File: src/rtl/mx11seq_issue_if.sv
// Front-end instruction handshake between the instruction source and the issue sequencer.
interface mx11seq_issue_if #(
  parameter int unsigned INSTR_W = 17
) ();
  logic               instr_valid;
  logic               instr_ready;
  logic [INSTR_W-1:0] instr_data;

  modport master (
    output instr_valid,
    output instr_data,
    input  instr_ready
  );

  modport slave (
    input  instr_valid,
    input  instr_data,
    output instr_ready
  );
endinterface

File: src/rtl/mx11seq_issue.sv
// MX11 SEU issue sequencer: instruction FIFO plus IDLE/EXEC/WRITE issue FSM.
// Define MX11SEQ_PERF_EN to build the saturating retired/stall performance counters.
module mx11seq_issue #(
  parameter int unsigned DEPTH   = 4,
  parameter int unsigned INSTR_W = 17
) (
  input  logic                  clk,
  input  logic                  rst,
  mx11seq_issue_if.slave        instr_if,
  input  logic                  flush_i,
  input  logic                  hold_i,
  output logic [3:0]            seu_opcode_o,
  output logic [3:0]            seu_src_a_o,
  output logic [3:0]            seu_src_b_o,
  output logic [3:0]            seu_dst_f_o,
  output logic                  seu_fetch_o,
  output logic                  seu_cs_n_o,
  output logic                  reg_we_o,
  output logic                  busy_o,
  output logic                  retire_o,
  output logic [15:0]           perf_retired_o,
  output logic [15:0]           perf_stalls_o
);

  localparam int unsigned PtrW = (DEPTH > 1) ? $clog2(DEPTH) : 1;
  localparam int unsigned CntW = PtrW + 1;

  typedef enum logic [1:0] {StIdle, StExec, StWrite} state_e;

  logic [INSTR_W-1:0] mem_q [DEPTH];
  logic [PtrW-1:0]    wr_ptr_q, rd_ptr_q;
  logic [CntW-1:0]    count_q, count_d;
  logic               full, empty, pop, push;
  logic [INSTR_W-1:0] head;

  state_e             state_q, state_d;
  logic [3:0]         seu_opcode_q, seu_src_a_q, seu_src_b_q, seu_dst_f_q;
  logic               seu_fetch_q, seu_cs_n_q, reg_we_q, retire_q, busy_q;

  assign full  = (count_q == CntW'(DEPTH));
  assign empty = (count_q == '0);
  assign head  = mem_q[rd_ptr_q];

  // flush blocks both issue and enqueue for the cycle it is high
  assign pop                  = (state_q == StIdle) && !empty && !hold_i && !flush_i;
  assign instr_if.instr_ready = !flush_i && (!full || pop);
  assign push                 = instr_if.instr_valid && instr_if.instr_ready;

  always_comb begin
    count_d = count_q;
    if (flush_i) begin
      count_d = '0;
    end else begin
      case ({push, pop})
        2'b10:   count_d = count_q + CntW'(1);
        2'b01:   count_d = count_q - CntW'(1);
        default: count_d = count_q;
      endcase
    end
  end

  always_ff @(posedge clk or posedge rst) begin
    if (rst) begin
      wr_ptr_q <= '0;
      rd_ptr_q <= '0;
      count_q  <= '0;
    end else begin
      count_q <= count_d;
      if (flush_i) begin
        wr_ptr_q <= '0;
        rd_ptr_q <= '0;
      end else begin
        if (push) wr_ptr_q <= wr_ptr_q + PtrW'(1);
        if (pop)  rd_ptr_q <= rd_ptr_q + PtrW'(1);
      end
    end
  end

  always_ff @(posedge clk) begin
    if (push) mem_q[wr_ptr_q] <= instr_if.instr_data;
  end

  always_comb begin
    state_d = state_q;
    case (state_q)
      StIdle:  if (pop) state_d = StExec;
      StExec:  state_d = flush_i ? StIdle : StWrite;
      StWrite: state_d = StIdle;
      default: state_d = StIdle;
    endcase
  end

  // WRITE is the commit point: a flush seen in EXEC suppresses the write, one seen in WRITE does not
  always_ff @(posedge clk or posedge rst) begin
    if (rst) begin
      state_q      <= StIdle;
      seu_opcode_q <= '0;
      seu_src_a_q  <= '0;
      seu_src_b_q  <= '0;
      seu_dst_f_q  <= '0;
      seu_fetch_q  <= 1'b0;
      seu_cs_n_q   <= 1'b1;
      reg_we_q     <= 1'b0;
      retire_q     <= 1'b0;
      busy_q       <= 1'b0;
    end else begin
      state_q  <= state_d;
      busy_q   <= (state_d != StIdle) || (count_d != '0);
      reg_we_q <= (state_q == StExec) && !flush_i;
      retire_q <= (state_q == StExec) && !flush_i;
      if (pop) begin
        {seu_fetch_q, seu_opcode_q, seu_src_a_q, seu_src_b_q, seu_dst_f_q} <= head[16:0];
        seu_cs_n_q <= 1'b0;
      end else if (state_d == StIdle) begin
        seu_cs_n_q <= 1'b1;
      end
    end
  end

  assign seu_opcode_o = seu_opcode_q;
  assign seu_src_a_o  = seu_src_a_q;
  assign seu_src_b_o  = seu_src_b_q;
  assign seu_dst_f_o  = seu_dst_f_q;
  assign seu_fetch_o  = seu_fetch_q;
  assign seu_cs_n_o   = seu_cs_n_q;
  assign reg_we_o     = reg_we_q;
  assign retire_o     = retire_q;
  assign busy_o       = busy_q;

`ifdef MX11SEQ_PERF_EN
  logic [15:0] perf_retired_q, perf_stalls_q;
  logic        retire_d, stall;

  assign retire_d = (state_q == StExec) && !flush_i;
  assign stall    = (state_q == StIdle) && !empty && hold_i;

  // saturating; only rst clears them
  always_ff @(posedge clk or posedge rst) begin
    if (rst) begin
      perf_retired_q <= '0;
      perf_stalls_q  <= '0;
    end else begin
      if (retire_d && (perf_retired_q != 16'hFFFF)) perf_retired_q <= perf_retired_q + 16'd1;
      if (stall && (perf_stalls_q != 16'hFFFF))     perf_stalls_q  <= perf_stalls_q + 16'd1;
    end
  end

  assign perf_retired_o = perf_retired_q;
  assign perf_stalls_o  = perf_stalls_q;
`else
  assign perf_retired_o = 16'h0;
  assign perf_stalls_o  = 16'h0;
`endif

endmodule

File: src/flat_wrapper.sv
// flat-port wrapper written by rule: the top's interface ports become plain ports
module mx11seq_issue_flat 
#(
  parameter int unsigned DEPTH   = 4,
  parameter int unsigned INSTR_W = 17
)
  (clk, rst, flush_i, hold_i, seu_opcode_o, seu_src_a_o, seu_src_b_o, seu_dst_f_o, seu_fetch_o, seu_cs_n_o, reg_we_o, busy_o, retire_o, perf_retired_o, perf_stalls_o, instr_if_instr_valid, instr_if_instr_data, instr_if_instr_ready);
  mx11seq_issue_if #(.INSTR_W(INSTR_W)) instr_if_i ();
  input  logic clk;
  input  logic rst;
  input  logic flush_i;
  input  logic hold_i;
  output logic [3:0] seu_opcode_o;
  output logic [3:0] seu_src_a_o;
  output logic [3:0] seu_src_b_o;
  output logic [3:0] seu_dst_f_o;
  output logic seu_fetch_o;
  output logic seu_cs_n_o;
  output logic reg_we_o;
  output logic busy_o;
  output logic retire_o;
  output logic [15:0] perf_retired_o;
  output logic [15:0] perf_stalls_o;
  input wire logic [$bits(instr_if_i.instr_valid)-1:0] instr_if_instr_valid;
  input wire logic [$bits(instr_if_i.instr_data)-1:0] instr_if_instr_data;
  output wire logic [$bits(instr_if_i.instr_ready)-1:0] instr_if_instr_ready;
  assign instr_if_i.instr_valid = instr_if_instr_valid;
  assign instr_if_i.instr_data = instr_if_instr_data;
  assign instr_if_instr_ready = instr_if_i.instr_ready;
  mx11seq_issue #(.DEPTH(DEPTH), .INSTR_W(INSTR_W)) u_core (.clk(clk), .rst(rst), .instr_if(instr_if_i), .flush_i(flush_i), .hold_i(hold_i), .seu_opcode_o(seu_opcode_o), .seu_src_a_o(seu_src_a_o), .seu_src_b_o(seu_src_b_o), .seu_dst_f_o(seu_dst_f_o), .seu_fetch_o(seu_fetch_o), .seu_cs_n_o(seu_cs_n_o), .reg_we_o(reg_we_o), .busy_o(busy_o), .retire_o(retire_o), .perf_retired_o(perf_retired_o), .perf_stalls_o(perf_stalls_o));
endmodule
File: config.mk
export PLATFORM = sky130hd
export DESIGN_NAME = mx11seq_issue_flat
export DESIGN_NICKNAME = d
export VERILOG_FILES = /design/src/rtl/mx11seq_issue_if.sv /design/src/rtl/mx11seq_issue.sv /design/src/flat_wrapper.sv
export SDC_FILE = /design/constraint.sdc
export NUM_CORES = 1
export LEC_CHECK = 0
export ABC_CLOCK_PERIOD_IN_PS = 7200
export CAP_MARGIN = 25
export CORE_MARGIN = 4
export CORE_UTILIZATION = 56
export DETAILED_ROUTE_END_ITERATION = 16
export GPL_TIMING_DRIVEN = 0
export PLACE_DENSITY = 0.95
export SKIP_CTS_REPAIR_TIMING = 1
export SLEW_MARGIN = 10
export SYNTH_ARGS = -nofsm -noshare
export SYNTH_HDL_FRONTEND = slang
export SYNTH_SLANG_ARGS = --single-unit
File: constraint.sdc
create_clock -name clk -period 7.2 [get_ports clk]
set_clock_uncertainty 0.1 [all_clocks]
set_input_delay 0.72 -clock clk [delete_from_list [all_inputs] [get_ports clk]]
set_output_delay 0.72 -clock clk [all_outputs]
set_load 0.02 [all_outputs]
==> run summary <==
The run finished with clean final reports. The share of the core filled with cells is 0.708. The worst setup path is captured at a flip-flop.

Setup repair after global routing left no endpoint under its margin. The via count is approximately 2100. The initial core utilization came out at 0.583. The share of total power consumed by net switching came out at 0.283. The die height is ~93 um. The fraction of the mapped netlist area in compound gates is 0.0193. The clock power share came out at 0.233. The via count of the first global-routing pass came to 2195. The longest clock path from root to sink contains 2 buffers. The clock net in this run drives a total of 97 sinks. The total clock buffers created by CTS is 9. After detailed routing, the total wire length is 7.00 mm. The worst setup path is of the in -> reg kind. Of the total synthesized cell area, the portion taken by AND, OR, NAND and NOR gates is 0.0354.

The HPWL after detailed placement is around 4.7 mm. The worst register-to-register path ends at u_core.busy_o. The cell at the root of the clock tree is sky130_fd_sc_hd__clkbuf_8. The max-cap check violation count came out at 0. By area the synthesized netlist is led by sky130_fd_sc_hd__edfxtp_1, sky130_fd_sc_hd__dfrtp_1, sky130_fd_sc_hd__mux4_2. The max-slew violation count is 0.

The worst-case headroom to the max-slew limit is 0.382. The die covers approximately 8600 um^2. After detailed routing, the number of remaining DRC violations is 0.

By area, the combinational part of the netlist is dominated by multiplexers. The leakage dissipation is between 0.0015 and 0.002 uW. The final number of hold-violating endpoints came out at 0. The final layout contains 344 nets.

Of the total power, combinational logic draws 0.247. The start of the worst register-to-register path is u_core.state_q[0]. The core area came out at a little under 7000 um^2. The worst hold path cell count came out at 1. The worst reg2reg path depth came out at 9. In this run the power density over the cells is about 280 nW/um^2. The H-tree was split into 3 levels. The share of total power dissipated in sequential elements is 0.520. Of the cells placed in the final design, the portion with a size suffix greater than 1 is 0.246. The mean number of vias per cell is approximately 5.0. The number of iterations in the first detailed-routing pass came out at 4. The sequential fraction of the synthesis area came out at 0.688. The adder-cell share of the synthesized area came out at 0.0205. The smallest clock period supported by the final layout is computed as 3.43 ns. The antenna cell count came out at 0. For the pin with the worst max-slew slack, the measured transition is roughly 0.9 ns.

The data arrival time of the critical path came out at 3.57 ns. Power comes to between 1000 and 1500 uW. The analysis attributes to net switching a power of 381 uW. During placement, the flow inserted port buffers numbering between 40 and 50.

The share of the synthesized netlist area taken by xor and xnor gates is 0.00435. The gate count of the mapped netlist is 231. The path with the worst hold slack has its endpoint at u_core.seu_src_a_o[0].

The global-route wire length before repair is between 10 and 15 mm. The number of antenna violations at the first check in global routing was 0. Entering global routing, the biggest net connects 18 pins.

The data required time at the worst endpoint came out at ~7.3 ns. The clock reaches the later pin of the worst-skew pair after roughly 0.36 ns. In this run the most critical hold path is launched from u_core.seu_src_a_o[0].

The worst-case setup margin in the final layout is about 3.8 ns. STA classifies the critical path startpoint as an input pin. 76 I/O pins were placed.

Across every metal layer, demand over resource in global routing totals 0.177. The worst-case vdd ir drop came out at approximately 0.25 mV. In this run, the number of DRC markers left after iteration 0 of detailed routing was about 110. The final routed wire length divided by cell count came out at roughly 17 um. Prior to clock tree synthesis, the placed netlist has a worst setup slack of between 3 and 4 ns.

Static timing analysis puts the maximum clock frequency at around 290 MHz. The post-synthesis cell type count is 33. The die width is about 93 um. The biggest area contributor in the post-synthesis netlist is sky130_fd_sc_hd__edfxtp_1. In this run the mean area of a mapped cell was ~17 um^2. The cell-internal power is 967 uW. The final cycle utilization of the critical path is 0.477.

The internal reg-to-reg setup slack is 4.13 ns. The row count is 30. The portion of synthesized area spent on multiplexers is 0.150. The final-report setup violation count is 0.

Relative to the synthesized area, the layout overhead comes to 21.4%. The global route total overflow is 0. The count of yosys warnings during synthesis came out at 0. The congestion estimate from routability-driven global placement came to 0.756. In this run the worst path has a maximum fanout of 7. The portion of synthesized cell area occupied by the leading cell type is 0.507. The cell area after technology mapping is between 4000 and 5000 um^2.

The tightest hold path in the finished design has a slack of 0.398 ns. The detail route stage leaves a number of antenna-violating nets equal to 0. TritonCTS built the clock tree.

The clock-pin slew on the worst setup and hold paths is approximately 0.090 ns. The path class of the tightest hold or removal check is reg -> reg. The final total negative setup slack is 0 ns.

Counting flops and latches in the post-synthesis netlist gives slightly below 100.
## cell type report
cell class | count | area (um^2)
clock buffers | 10 | 138
fillers | 458 | 2020
repair buffers | 43 | 448
clock inverters | 6 | 41.3
well taps | 96 | 120
plain buffers | 42 | 290
flip-flops and latches | 97 | 2770
inverters | 10 | 37.5
multi-input cells | 113 | 1050
## power by group through the flow
| stage | Sequential (uW) | Combinational (uW) | Clock, uW |
|---|---|---|---|
| floorplan | 768 | 126 | 0 |
| global placement | 711 | 322 | 0 |
| detailed placement | 713 | 334 | 0 |
| CTS | 702 | 337 | 321 |
| global route | 710 | 355 | 344 |
| finish | 701 | 333 | 314 |
## Yosys cell counts
cell / count
sky130_fd_sc_hd__edfxtp_1: 68
sky130_fd_sc_hd__buf_4: 33
sky130_fd_sc_hd__dfrtp_1: 28
sky130_fd_sc_hd__mux2_1: 18
sky130_fd_sc_hd__mux4_2: 17
sky130_fd_sc_hd__inv_1: 8
sky130_fd_sc_hd__buf_2: 7
sky130_fd_sc_hd__nor2_1: 7
sky130_fd_sc_hd__ha_1: 5
sky130_fd_sc_hd__a21oi_1: 4
sky130_fd_sc_hd__and2_1: 4
sky130_fd_sc_hd__nand2_1: 3
sky130_fd_sc_hd__or3_1: 3
sky130_fd_sc_hd__a31oi_1: 2
sky130_fd_sc_hd__buf_1: 2
sky130_fd_sc_hd__inv_2: 2
sky130_fd_sc_hd__mux2i_1: 2
sky130_fd_sc_hd__or4_1: 2
sky130_fd_sc_hd__xor2_1: 2
sky130_fd_sc_hd__a311oi_2: 1
sky130_fd_sc_hd__conb_1: 1
sky130_fd_sc_hd__dfstp_2: 1
sky130_fd_sc_hd__fa_1: 1
sky130_fd_sc_hd__nand2b_1: 1
sky130_fd_sc_hd__nor3_1: 1
sky130_fd_sc_hd__nor4_2: 1
sky130_fd_sc_hd__nor4b_1: 1
sky130_fd_sc_hd__o21ai_1: 1
sky130_fd_sc_hd__o2bb2ai_1: 1
sky130_fd_sc_hd__o31a_1: 1
sky130_fd_sc_hd__o31ai_1: 1
sky130_fd_sc_hd__or2_2: 1
sky130_fd_sc_hd__or2b_1: 1
## layer usage
metal  GRT usage  vias up  routed length, um  part of all wire
met2       0.302      100               3540              0.51
met5           0        -                  0                 0
met4      0.0562        0                153             0.022
met3      0.0544       13                618             0.088
li1            -      963                  -                 -
met1       0.217     1010               2690              0.38
## critical path, cell delays in order
cell,delay [ns]
sky130_fd_sc_hd__clkdlybuf4s50_1,0.44
sky130_fd_sc_hd__or3_1,0.32
sky130_fd_sc_hd__buf_2,0.17
sky130_fd_sc_hd__a311oi_2,0.39
sky130_fd_sc_hd__inv_1,0.09
sky130_fd_sc_hd__ha_1,0.22
sky130_fd_sc_hd__fa_1,0.38
sky130_fd_sc_hd__xor2_1,0.18
sky130_fd_sc_hd__nor4b_1,0.16
sky130_fd_sc_hd__or4_1,0.50
## flip-flops by register name, indices dropped and copies added, names as in the netlist
register,cells
u_core.rd_ptr_q,2
u_core.seu_src_a_o,4
u_core.mem_q,68
u_core.seu_cs_n_o,1
u_core.seu_fetch_o,1
u_core.state_q,2
u_core.reg_we_o,1
u_core.count_q,3
u_core.busy_o,1
u_core.wr_ptr_q,2
u_core.seu_dst_f_o,4
u_core.seu_opcode_o,4
u_core.seu_src_b_o,4
## cell families (layout without fill, tap and decap cells)
logic type	Yosys count	count (layout)
xor+xnor	2	2
compound gates	11	11
flops	97	97
buf+inv	52	111
mux	37	37
simple gates	25	25
other cells	1	32
fa+ha+maj	6	6
## cells in the final DEF (no fill, tap or decap), types with 4 or more instances in the layout
cell | Yosys | final
sky130_fd_sc_hd__edfxtp_1 | 68 | 68
sky130_fd_sc_hd__clkdlybuf4s50_1 | 0 | 42
sky130_fd_sc_hd__buf_4 | 33 | 33
sky130_fd_sc_hd__conb_1 | 1 | 32
sky130_fd_sc_hd__dfrtp_1 | 28 | 28
sky130_fd_sc_hd__mux2_1 | 18 | 18
sky130_fd_sc_hd__mux4_2 | 17 | 17
sky130_fd_sc_hd__clkbuf_8 | 0 | 10
sky130_fd_sc_hd__inv_1 | 8 | 8
sky130_fd_sc_hd__buf_2 | 7 | 7
sky130_fd_sc_hd__nor2_1 | 7 | 7
sky130_fd_sc_hd__ha_1 | 5 | 5
sky130_fd_sc_hd__a21oi_1 | 4 | 4
sky130_fd_sc_hd__and2_1 | 4 | 4
## worst max path at each step
stage | slack, ns | startpoint | endpoint
floorplan | 4.03 | hold_i | u_core.busy_o
global placement | 3.45 | hold_i | u_core.busy_o
finish | 3.77 | hold_i | u_core.busy_o
global route | 3.60 | hold_i | u_core.busy_o
detailed placement | 3.40 | hold_i | u_core.busy_o
CTS | 3.77 | hold_i | u_core.busy_o
## per-stage QoR
step	instances	area [um^2]
CTS	417	4890
finish	417	4890
detailed placement	401	4710
global placement	400	4680
global route	417	4890
floorplan	262	4140
(Power assumes the default switching activity.)
